`config.mk`:
```
export PLATFORM = sky130hd
export DESIGN_NAME = aes_inv_round_ops
export DESIGN_NICKNAME = d
export VERILOG_FILES = /design/src/rtl/aes_inv_round_ops.sv
export SDC_FILE = /design/constraint.sdc
export NUM_CORES = 2
export LEC_CHECK = 0
export CORE_UTILIZATION = 60
export CTS_CLUSTER_SIZE = 12
export DETAILED_ROUTE_END_ITERATION = 8
export PLACE_DENSITY = 0.95
export SETUP_SLACK_MARGIN = 0.4
export SLEW_MARGIN = 20
export SYNTH_ARGS = -nofsm -noshare
export SYNTH_HDL_FRONTEND = slang
export SYNTH_SLANG_ARGS = --single-unit
```
`constraint.sdc`:
```
create_clock -name clk -period 7.06 [get_ports clk]
set_input_delay 1.765 -clock clk [delete_from_list [all_inputs] [get_ports clk]]
set_output_delay 1.765 -clock clk [all_outputs]
set_load 0.02 [all_outputs]
```
`src/rtl/aes_inv_round_ops.sv`:
```
// Inverse AES round datapath: InvShiftRows, AddRoundKey, optional InvMixColumns.
// An acceptance register samples data/key/last_round, so the block leaves three edges after the load edge.
module aes_inv_round_ops (
  input  logic         clk,
  input  logic         reset_n,
  input  logic         load,
  input  logic [127:0] data,
  input  logic [127:0] round_key,
  input  logic         last_round,
  output logic [127:0] result,
  output logic         oready,
  output logic         iready
);

  function automatic logic [7:0] gf_x2(input logic [7:0] a);
    gf_x2 = {a[6:0], 1'b0} ^ (a[7] ? 8'h1b : 8'h00);
  endfunction

  function automatic logic [31:0] inv_mix_col(input logic [31:0] col);
    logic [7:0] a [4];
    logic [7:0] x2 [4];
    logic [7:0] x4 [4];
    logic [7:0] x8 [4];
    logic [7:0] m9 [4];
    logic [7:0] mb [4];
    logic [7:0] md [4];
    logic [7:0] me [4];
    for (int i = 0; i < 4; i++) begin
      a[i]  = col[31-8*i -: 8];
      x2[i] = gf_x2(a[i]);
      x4[i] = gf_x2(x2[i]);
      x8[i] = gf_x2(x4[i]);
      m9[i] = x8[i] ^ a[i];
      mb[i] = x8[i] ^ x2[i] ^ a[i];
      md[i] = x8[i] ^ x4[i] ^ a[i];
      me[i] = x8[i] ^ x4[i] ^ x2[i];
    end
    inv_mix_col = {me[0] ^ mb[1] ^ md[2] ^ m9[3],
                   m9[0] ^ me[1] ^ mb[2] ^ md[3],
                   md[0] ^ m9[1] ^ me[2] ^ mb[3],
                   mb[0] ^ md[1] ^ m9[2] ^ me[3]};
  endfunction

  function automatic logic [127:0] inv_mix_columns(input logic [127:0] st);
    for (int c = 0; c < 4; c++) begin
      inv_mix_columns[127-32*c -: 32] = inv_mix_col(st[127-32*c -: 32]);
    end
  endfunction

  // Row r rotates right by r: destination column c takes source column (c - r) mod 4.
  function automatic logic [127:0] inv_shift_rows(input logic [127:0] st);
    for (int c = 0; c < 4; c++) begin
      for (int r = 0; r < 4; r++) begin
        inv_shift_rows[127-8*(4*c+r) -: 8] = st[127-8*(4*((c+4-r)%4)+r) -: 8];
      end
    end
  endfunction

  logic         accept_s;
  logic         in_v_q, in_v_d;
  logic [127:0] in_data_q, in_data_d;
  logic [127:0] in_key_q, in_key_d;
  logic         in_last_q, in_last_d;
  logic         s1_v_q, s1_v_d;
  logic [127:0] s1_q, s1_d;
  logic [127:0] s1_key_q, s1_key_d;
  logic         s1_last_q, s1_last_d;
  logic         s2_v_q, s2_v_d;
  logic [127:0] s2_q, s2_d;
  logic         s2_last_q, s2_last_d;
  logic         s3_v_q, s3_v_d;
  logic [127:0] s3_q, s3_d;

  assign iready   = ~reset_n;
  assign accept_s = load & ~reset_n;
  assign result   = s3_q;
  assign oready   = s3_v_q;

  // Next-state for every pipeline stage; data registers hold when their feeding stage is empty.
  always_comb begin
    in_v_d    = accept_s;
    in_data_d = in_data_q;
    in_key_d  = in_key_q;
    in_last_d = in_last_q;
    s1_v_d    = in_v_q;
    s1_d      = s1_q;
    s1_key_d  = s1_key_q;
    s1_last_d = s1_last_q;
    s2_v_d    = s1_v_q;
    s2_d      = s2_q;
    s2_last_d = s2_last_q;
    s3_v_d    = s2_v_q;
    s3_d      = s3_q;
    if (accept_s) begin
      in_data_d = data;
      in_key_d  = round_key;
      in_last_d = last_round;
    end else begin
      in_data_d = in_data_q;
    end
    if (in_v_q) begin
      s1_d      = inv_shift_rows(in_data_q);
      s1_key_d  = in_key_q;
      s1_last_d = in_last_q;
    end else begin
      s1_d = s1_q;
    end
    if (s1_v_q) begin
      s2_d      = s1_q ^ s1_key_q;
      s2_last_d = s1_last_q;
    end else begin
      s2_d = s2_q;
    end
    if (s2_v_q) begin
      s3_d = s2_last_q ? s2_q : inv_mix_columns(s2_q);
    end else begin
      s3_d = s3_q;
    end
  end

  // Pipeline registers with synchronous active-high reset that flushes all in-flight blocks.
  always_ff @(posedge clk) begin
    if (reset_n) begin
      in_v_q    <= 1'b0;
      in_data_q <= 128'h0;
      in_key_q  <= 128'h0;
      in_last_q <= 1'b0;
      s1_v_q    <= 1'b0;
      s1_q      <= 128'h0;
      s1_key_q  <= 128'h0;
      s1_last_q <= 1'b0;
      s2_v_q    <= 1'b0;
      s2_q      <= 128'h0;
      s2_last_q <= 1'b0;
      s3_v_q    <= 1'b0;
      s3_q      <= 128'h0;
    end else begin
      in_v_q    <= in_v_d;
      in_data_q <= in_data_d;
      in_key_q  <= in_key_d;
      in_last_q <= in_last_d;
      s1_v_q    <= s1_v_d;
      s1_q      <= s1_d;
      s1_key_q  <= s1_key_d;
      s1_last_q <= s1_last_d;
      s2_v_q    <= s2_v_d;
      s2_q      <= s2_d;
      s2_last_q <= s2_last_d;
      s3_v_q    <= s3_v_d;
      s3_q      <= s3_d;
    end
  end

endmodule

```
==> impl_metrics.toml <==
[setup_path]
path_class = "input pin to primary output"
rr_startpoint = "s2_q[21]"
cp.arrival_ps = 2880
path_max_fanout = 91
cp.required_ps = 5300
end_kind = "primary output"
ff2ff_setup_slack_ps = 4080
reg2reg_to = "result[11]"
critPathLaunchType = "input pin"
reg2reg_depth = 6

[placement]
dp.cells = 4599
port-buffer-count = 389
dpl_cell_area_um2 = 41800
hpwlAfterDp_mm = 65.0
dp_slack_ps = 2450
place.gp.congestion = 0.964

[flow_run]
drv_cap = 0

[clock_tree]
clockRootBuffer = "clkbuf_16"
cts_tree = "done"
htree_levels = 3
cts_buffers = 79
clk_pin_slew_worst_paths_ps = 60
postCtsSetupBuffers = 0
cts.path.max_buffers = 3
insertion_delay_ps = 630
ctsResizeCount = 0
cts_hold_buf = 0
clock_sinks = 775

[layout]
area_growth_syn_to_layout_pct = 16.0
fin_cells = 4717
nets = 4094
drive_above_1_share_pct = 3.70
final_cell_area_um2 = 44200
fillers = 4298

[global_routing]
grt_max_degree = 239
grt_use_total_pct = 29.2
antenna_found_initial = 0
grt_pass1_vias = 26500
grt_pass1_wl_mm = 147
overflow = 0

[synthesis]
synth_edf_count = 0
synth_nets = 3949
synth_common_cells = "775 x dfxtp_1, 707 x nor2_1, 559 x xnor2_1"
syn_area_um2 = 38100
async_flop_share_pct = 0
avgSynthCellArea_um2 = 10.3
ys_top_cells_by_area = "dfxtp_1 41%, mux2i_1 14%, xnor2_1 13%"
synth_cell_type_count = 37
post-synth-top-area-fraction_pct = 40.7
synth-seq-area-share_pct = 40.7
synth.most_common_cell = "dfxtp_1"
ys_warn_count = 0
syn_inst = 3689
ys_seq_elements = 775
ys.flop_type = "dfxtp_1"
yosysTopAreaCell = "dfxtp_1"

[floorplan]
io_pins = 390
die_y_um = 254
core_um2 = 63000
die_w_um = 254
initial_core_util_pct = 60.5
rows = 92
dieArea_um2 = 64500

[outcome]
outcome = "completed"

[sta]
hold_viol = 0
finalCritPeriodShare_pct = 65.8
slew_viol_final = 0
finalSetupViolCount = 0
fin_worst_skew_ps = 28.4
rsz0062_at_grt = "false"
fin_ws_ps = 2410
fmax_mhz = 215
maxSlewHeadroom_pct = 17.4
worst_pin_slew_ps = 1240
min_period_ps = 4650
setup_tns_ps = 0

[power]
power_frac_seq_pct = 41.8
comb_power_share_pct = 24.0
p_sw_share_pct = 27.5
power_leakage_uw = 0.0176
power.internal_uw = 8360
power_density_nw_per_um2 = 261
netSwitchingPower_uw = 3170
ir_worst_vdd_mv = 0.177
pwr-share-clk_pct = 34.3

[route]
wl_per_cell_um = 20.4
final_antenna_net_count = 0
wirelength_mm = 96.1
vias_per_cell = 5.65
num_vias = 26600
firstDrtPassIters = 6
route.detailed.drc = 0
drt_iter0_drc = 2028

[worst_hold_path]
whs_endpoint = "result[38]"
hold_depth = 1
min_from = "result[38]"
worstHoldPathType = "flop to flop"
## cell type report
cell class                 instances  area [µm²]  area share, %
multi-input combinational       2568       21200           47.8
inverter                           2        7.51         0.0170
antenna                            1        2.50        0.00566
clock buffer                     103        2180           4.93
timing repair buffer             408        4090           9.24
clock inverter                    14         208          0.470
tap                              846        1060           2.39
sequential                       775       15500           35.1
## layer usage
layer  part of all wire [%]  vias up  track usage [%]
met1                     40    12900             36.1
met3                    6.8      213             5.35
met5                      0        -                0
met4                    3.9        0             12.4
met2                     49      932             49.7
li1                       -    12600                -
## flip-flops by register name (all words and copies together), names as in the netlist
register and count:
s1_v_q 1, s1_q 128, in_data_q 128, in_v_q 1, s1_last_q 1, s1_key_q 128
in_last_q 1, in_key_q 128, oready 1, s2_last_q 1, result 128, s2_q 128
s2_v_q 1
## layout by cell type (no fill, tap or decap), types with 2 or more instances in the layout
cell type,count
dfxtp_1,771
nor2_1,707
xnor2_1,559
mux2i_1,543
clkdlybuf4s50_1,387
a211oi_1,158
xor2_1,131
xnor3_1,129
nand2_1,87
o211ai_1,84
clkbuf_16,82
o211a_1,52
o21ai_0,33
xor3_1,31
clkbuf_1,16
buf_4,15
o22ai_1,14
a22oi_1,10
xnor2_2,9
clkinv_8,5
clkbuf_8,5
a21oi_1,4
dfxtp_4,4
nor2b_1,3
clkinv_2,3
bufinv_16,3
buf_12,3
xor2_2,2
xor3_2,2
and3_1,2
inv_4,2
buf_8,2
## how the worst max path moves through the flow
stage          startpoint      to
6_report          reset_n  iready
4_1_cts           reset_n  iready
3_5_place_dp      reset_n  iready
5_1_grt           reset_n  iready
2_1_floorplan     reset_n  iready
3_3_place_gp      reset_n  iready
## power by group through the flow
stage | Sequential (µW) | Clock [µW] | Combinational [µW]
after floorplan | 4780 | 0 | 2180
after global placement | 4890 | 0 | 2660
after detailed placement | 4900 | 0 | 2710
after CTS | 4810 | 4010 | 2750
after global routing | 4830 | 4170 | 2930
final | 4820 | 3950 | 2760
## logic make-up after synthesis
kind of cell,Yosys count,synth area share (%)
flip-flops,775,40.7
AO/OA/AOI/OAI,356,7.07
buffers and inverters,346,3.79
XOR/XNOR,866,26.2
multiplexers,543,14.3
AND/OR/NAND/NOR,803,7.96
## worst max-delay path, cell delays in order
cell	delay (ps)
buf_8	440
inv_2	90
clkdlybuf4s50_1	570
## through the flow
| step | hold WS (ps) | utilization (%) | total power, µW |
|---|---|---|---|
| floorplan | 460 | - | 6960 |
| global placement | 460 | 66.4 | 7550 |
| detailed placement | 465 | 66.4 | 7610 |
| CTS | 479 | 70.2 | 11600 |
| global route | 486 | 70.2 | 11900 |
| finish | 476 | 70.2 | 11500 |
(Power assumes the default switching activity.)
